`src/rtl/uart_rx_pkg.sv`:
```
// Shared types for the UART RX majority sampler: FSM state encoding, sample ceiling, popcount helper.
// Pure declarations; no latency or flow control of its own.
package uart_rx_pkg;

    typedef enum logic [1:0] {
        IDLE    = 2'd0,
        COLLECT = 2'd1,
        VOTE    = 2'd2,
        WAIT    = 2'd3
    } sampler_state_e;

    localparam int MAX_SAMPLES = 7;

    // Narrower sample vectors are zero-extended to MAX_SAMPLES by the caller.
    function automatic logic [2:0] popcount(input logic [MAX_SAMPLES-1:0] v);
        logic [2:0] cnt;
        cnt = '0;
        for (int i = 0; i < MAX_SAMPLES; i++) begin
            cnt = cnt + {2'b00, v[i]};
        end
        return cnt;
    endfunction

endpackage

```
`src/rtl/uart_rx_bit_sync.sv`:
```
// Two-flop synchroniser for the raw RX line; both flops reset to the idle level (1).
// Latency 2 clk; no backpressure.
module uart_rx_bit_sync (
    input  logic clk_i,
    input  logic rst_i,
    input  logic d_i,
    output logic q_o
);

    logic s1_q;
    logic s2_q;

    always_ff @(posedge clk_i) begin
        if (rst_i) begin
            s1_q <= 1'b1;
            s2_q <= 1'b1;
        end else begin
            s1_q <= d_i;
            s2_q <= s1_q;
        end
    end

    assign q_o = s2_q;

endmodule

```
`src/rtl/uart_rx_majority_sampler.sv`:
```
// Majority-vote RX bit sampler around the bit midpoint; UART_RX_SYNC_EN adds a 2-flop input synchroniser.
// Vote/valid appear 1 clk after edge_count==half+R+1; no backpressure, enable=0 aborts immediately.
module uart_rx_majority_sampler
    import uart_rx_pkg::*;
#(
    parameter int PRESCALE_W  = 6,
    parameter int NUM_SAMPLES = 3
) (
    input  logic                  clk_i,
    input  logic                  rst_i,
    input  logic [PRESCALE_W-1:0] prescale_i,
    input  logic                  rx_in_i,
    input  logic                  enable_i,
    input  logic [PRESCALE_W-1:0] edge_count_i,
    output logic                  sampled_bit_o,
    output logic                  sample_valid_o,
    output logic                  noise_flag_o,
    output logic                  cfg_err_o
);

    localparam int         CW      = PRESCALE_W + 1;
    localparam int         R       = (NUM_SAMPLES - 1) / 2;
    localparam logic [2:0] MAJ_CNT = 3'(R + 1);
    localparam logic [2:0] ALL_CNT = 3'(NUM_SAMPLES);

    if ((NUM_SAMPLES < 1) || (NUM_SAMPLES > MAX_SAMPLES) || ((NUM_SAMPLES % 2) == 0)) begin : g_bad_num_samples
        $error("NUM_SAMPLES must be odd and in 1..7");
    end

    logic rx_s;
`ifdef UART_RX_SYNC_EN
    uart_rx_bit_sync u_bit_sync (
        .clk_i (clk_i),
        .rst_i (rst_i),
        .d_i   (rx_in_i),
        .q_o   (rx_s)
    );
`else
    assign rx_s = rx_in_i;
`endif

    logic [CW-1:0] edge_ext, half, win_lo, vote_idx, p_m1;
    logic          cfg_err_c, cfg_block, held, go_vote;

    assign edge_ext  = {1'b0, edge_count_i};
    assign half      = ({1'b0, prescale_i} >> 1) - CW'(1);
    assign win_lo    = half - CW'(R);
    assign vote_idx  = half + CW'(R + 1);
    assign p_m1      = {1'b0, prescale_i} - CW'(1);
    assign cfg_err_c = (prescale_i < PRESCALE_W'(2)) || (half < CW'(R)) || (vote_idx > p_m1);

    sampler_state_e         state_q, state_d;
    logic [NUM_SAMPLES-1:0] samples_q, samples_d;
    logic                   armed_q, armed_d;
    logic                   bit_q, bit_d;
    logic                   noise_q, noise_d;
    logic                   cfg_err_q;
    logic [2:0]             pc;

    // The combinational term keeps the FSM parked during the first cycle after a bad prescale appears.
    assign cfg_block = cfg_err_q | cfg_err_c;
    assign held      = !enable_i || cfg_block;
    // armed_q proves the window was entered at its first sample; late entry must wait a full period.
    assign go_vote   = (state_q == COLLECT) && armed_q && (edge_ext == vote_idx) && !held;
    assign pc        = popcount(MAX_SAMPLES'(samples_q));

    always_ff @(posedge clk_i) begin
        if (rst_i) begin
            state_q <= IDLE;
        end else begin
            state_q <= state_d;
        end
    end

    always_comb begin
        state_d = state_q;
        if (held) begin
            state_d = IDLE;
        end else begin
            case (state_q)
                IDLE:    state_d = COLLECT;
                COLLECT: if (go_vote) state_d = VOTE;
                VOTE:    state_d = (edge_ext == '0) ? COLLECT : WAIT;
                WAIT:    if (edge_ext == '0) state_d = COLLECT;
                default: state_d = IDLE;
            endcase
        end
    end

    always_comb begin
        sample_valid_o = (state_q == VOTE);
    end

    always_comb begin
        samples_d = samples_q;
        armed_d   = armed_q;
        bit_d     = bit_q;
        noise_d   = noise_q;
        if (held || (state_q == IDLE)) begin
            samples_d = '0;
            armed_d   = 1'b0;
        end else begin
            if (edge_ext == '0) begin
                samples_d = '0;
                armed_d   = 1'b0;
            end
            for (int k = 0; k < NUM_SAMPLES; k++) begin
                if (edge_ext == win_lo + CW'(k)) samples_d[k] = rx_s;
            end
            if (edge_ext == win_lo) armed_d = 1'b1;
            if (go_vote) armed_d = 1'b0;
        end
        if (held) begin
            bit_d   = 1'b1;
            noise_d = 1'b0;
        end else if (go_vote) begin
            bit_d   = (pc >= MAJ_CNT);
            noise_d = (pc != 3'd0) && (pc != ALL_CNT);
        end
    end

    always_ff @(posedge clk_i) begin
        if (rst_i) begin
            samples_q <= '0;
            armed_q   <= 1'b0;
            bit_q     <= 1'b1;
            noise_q   <= 1'b0;
            cfg_err_q <= 1'b0;
        end else begin
            samples_q <= samples_d;
            armed_q   <= armed_d;
            bit_q     <= bit_d;
            noise_q   <= noise_d;
            cfg_err_q <= cfg_err_c;
        end
    end

    assign sampled_bit_o = bit_q;
    assign noise_flag_o  = noise_q;
    assign cfg_err_o     = cfg_err_q;

endmodule
```
`config.mk`:
```
export PLATFORM = sky130hd
export DESIGN_NAME = uart_rx_majority_sampler
export DESIGN_NICKNAME = d
export VERILOG_FILES = /design/src/rtl/uart_rx_pkg.sv /design/src/rtl/uart_rx_bit_sync.sv /design/src/rtl/uart_rx_majority_sampler.sv
export SDC_FILE = /design/constraint.sdc
export NUM_CORES = 1
export LEC_CHECK = 0
export CORE_ASPECT_RATIO = 0.5
export CORE_MARGIN = 3
export CORE_UTILIZATION = 55
export CTS_CLUSTER_SIZE = 8
export DETAILED_ROUTE_END_ITERATION = 8
export PLACE_DENSITY_LB_ADDON = 0.25
export SLEW_MARGIN = 20
export SYNTH_ARGS = -nofsm -noshare
export SYNTH_HDL_FRONTEND = slang
export SYNTH_HIERARCHICAL = 1
export SYNTH_SLANG_ARGS = --single-unit
```
`constraint.sdc`:
```
create_clock -name clk_i -period 6.23 [get_ports clk_i]
set_input_delay 1.246 -clock clk_i [delete_from_list [all_inputs] [get_ports clk_i]]
set_output_delay 1.246 -clock clk_i [all_outputs]
set_load 0.01 [all_outputs]
```
==> impl_results.md <==
* IO Count at 20
* Die Span X at roughly 87 µm
* GR Overflow Total at 0
* WHS Path Cells at 2
* TritonRoute pass-1 iters at 4
* Syn nets at between 200 and 300
* Synth top area share at 0.154
* Die ar. at 4010 µm²
* Clock tree sinks at 9
* Hold Path Class: flop to flop
* Static leakage at 0.796 nW
* Routed vias/inst at 6.09
* Min Hold Slack at 455 ps
* Total wire length at 4390 µm
* Die Y at 46.3 µm
* CTS H-tree lvls at 1
* Initial antenna violation count at 0
* Synth Area in Compound Gates at 0.196
* Crit Path Max Fanout at 7
* Number of CTS-inserted buffers at 3
* Maximum vdd drop at between 0.15 and 0.2 mV
* Dpl hpwl at 3440 µm
* Register area share after synthesis at 0.101
* Setup crit end kind: flop
* Max_cap viols at 0
* # hold bufs at CTS at 0
* Total Neg Setup Slack at 0 ps
* Worst hold path endpoint: armed_q$_SDFFE_PP0P_
* DRC at 0
* Largest net degree at the start of global routing at 23
* Synth top area cells: ha_1 15%, xnor2_1 11%, dfxtp_1 10%, nand2_1 5.0%, nor2_1 4.4%
* Dpl ws at 480 ps
* Synthesis Warnings at 6
* Largest family of logic cells by synthesized area: simple AND/OR/NAND/NOR gates
* Resized cells post-CTS at 0
* Mean post-synth cell area at 7.59 µm²
* CTS clk-pin slew, worst paths at 50 ps
* Crit path cell chain: clkdlybuf4s50_1, inv_1, ha_1, xnor2_1, inv_1, ha_1, xnor2_1, xnor2_1, ha_1, a21o_1, a21o_1, a221o_1, a2111oi_4, nor2b_1, a221o_1, or3b_1, a21oi_1
* FF+latch count, synth at 9
* Fraction of layout cells with a size suffix above 1 at 0.0602
* Worst rel slew slack at 0.568
* Largest area contributor in the netlist: ha_1
* Grt met1 use at 0.328
* WS Path Type: primary input to flop
* Post-CTS repair timing setup buffer count at 0
* RePlAce Congestion at 0.881
* Critical path data required time at 6400 ps
* Area Overhead vs Synth at 13.5%
* Final Util at 0.716
* Clock skew at 1.38 ps
* Port bufs at 19
* ANT nets after route at 0
* Routed via count at 1741
* CTS tree: built
* EDFF count, synth at 0
* Synth Area in Adders at 0.171
* Status: finished, final reports clean
* Clk Latency, worst-skew pair at 240 ps
* Initial DRC count at 129
* Synthesized area at about 1800 µm²
* Met2 Use GR at 0.368
* CTS Buffer Depth at 2
* Fmax at 0.178 GHz
* Gr busiest metal: met2
* Yosys cell types at 56
* Final period util at 0.902
* Row cnt at 13
* XOR/XNOR share of the synthesized area at 0.173
* Final Hold Fails at 0
* Primary FF master, synth: dfxtp_1
* Slew @ Worst Pin at 646 ps
* Final setup fails at 0
* Crit path DAT at 5790 ps
* R2R depth at 8
* Met3 Usage GRT at 0.0375
* Crit start category: primary input
* Global-route wire length before repair at 7280 µm
* Core area at 2830 µm²
* CP max stage cell: clkdlybuf4s50_1
* Wire per inst at 15.4 µm
* Multiplexer area fraction after synthesis at 0.0344
* FF-to-FF setup slack at 3970 ps
* Final WS setup at approximately 600 ps
* Overall Global Routing Usage at 0.234
* Clock Tree Root: clkbuf_8
* RR Endpoint: state_q[1]$_SDFFE_PP0P_
* Pwr/cell area at 150 nW/µm²
* Synth Instances at 235
* Async SR Flop Fraction at 0
* CP max stage delay at about 660 ps
* Number of global-route vias before repair at 1571
* Post-synthesis simple-gate area fraction at 0.254
* Beginning of the worst hold path: armed_q$_SDFFE_PP0P_
* Total Power at 0.000303 W
* Post-route minimum period at 5620 ps
* R2r startpoint: state_q[1]$_SDFFE_PP0P_
* Initial Util at 0.630
* Fin. max-slew vios at 0
* Layout Nets at a little under 300
* Antenna Diode Count at 0
* RSZ-0062 raised after global routing: no
==> metal layers <==
layer,routed length (µm),share of wire,vias to the layer above
li1,-,-,859
met5,0,0,-
met1,2120,0.48,799
met4,68,0.015,0
met2,1800,0.41,73
met3,408,0.093,10
==> power by group <==
group	switching, W	internal, W
clock network	0.0000245	0.0000447
registers	0.00000217	0.0000598
logic	0.0000949	0.0000769
==> critical path: cells and delay by family <==
kind / cells / cell delay, ps
buffers and inverters: 3 / 910
AND/OR/NAND/NOR: 2 / 470
adder cells (fa/ha/maj): 3 / 800
AO/OA/AOI/OAI: 6 / 1580
XOR/XNOR: 3 / 790
==> sequential cells by signal, indices dropped and copies added, names as in the netlist <==
| register | count |
|---|---|
| armed_q | 1 |
| cfg_err_o | 1 |
| noise_flag_o | 1 |
| sampled_bit_o | 1 |
| samples_q | 3 |
| state_q | 2 |
==> cell usage after synthesis (4+ instances only) <==
cell,n
clkbuf_1,4
inv_1,14
o21ai_0,5
ha_1,22
a21oi_1,12
mux2i_1,5
nor2b_1,4
xor2_1,8
nor4_1,4
xnor2_1,22
nand2_1,24
buf_2,5
dfxtp_1,9
nand3_1,15
nor2_1,21
==> worst max-delay path by stage <==
stage | start | to | cells past startpoint
3_5_place_dp | prescale_i[2] | state_q[1]$_SDFFE_PP0P_ | 17
6_report | prescale_i[2] | state_q[1]$_SDFFE_PP0P_ | 17
3_3_place_gp | prescale_i[2] | state_q[1]$_SDFFE_PP0P_ | 17
5_1_grt | prescale_i[2] | state_q[1]$_SDFFE_PP0P_ | 17
2_1_floorplan | prescale_i[2] | state_q[1]$_SDFFE_PP0P_ | 18
4_1_cts | prescale_i[2] | state_q[1]$_SDFFE_PP0P_ | 17
==> cell type report <==
type                       count  area [µm²]
sequential                     9         180
inverter                      15        56.3
tap                           37        46.3
clock buffer                   4        45.0
fill                         247         805
multi-input combinational    198        1480
timing repair buffer          23         220
==> cells in the final DEF (no fill, tap or decap), types with 3 or more instances in the layout <==
master / n
a21o_1: 3
nand3_1: 15
inv_1: 14
o21ai_0: 5
nor2_1: 21
a31oi_1: 3
or3_1: 3
clkbuf_8: 3
mux2i_1: 5
ha_1: 22
dfxtp_1: 9
a21oi_1: 12
nor2b_1: 4
nand4_1: 3
xnor2_1: 22
buf_4: 4
clkdlybuf4s50_1: 19
xor2_1: 8
nand2_1: 24
nor4_1: 4
nand2b_1: 3
==> cell families (layout without fill, tap and decap cells) <==
group / Yosys count / in the layout
simple gates: 90 / 90
compound gates: 46 / 46
xor+xnor: 32 / 32
buf+inv: 28 / 42
fa+ha+maj: 24 / 24
flops: 9 / 9
mux: 6 / 6
==> through the flow <==
stage / instances / instance area [µm²]
finish: 286 / 2030
global route: 286 / 2030
CTS: 286 / 2030
detailed placement: 282 / 1980
global placement: 282 / 1980
floorplan: 235 / 1780
Note: power is estimated with default switching activity, not from simulation.
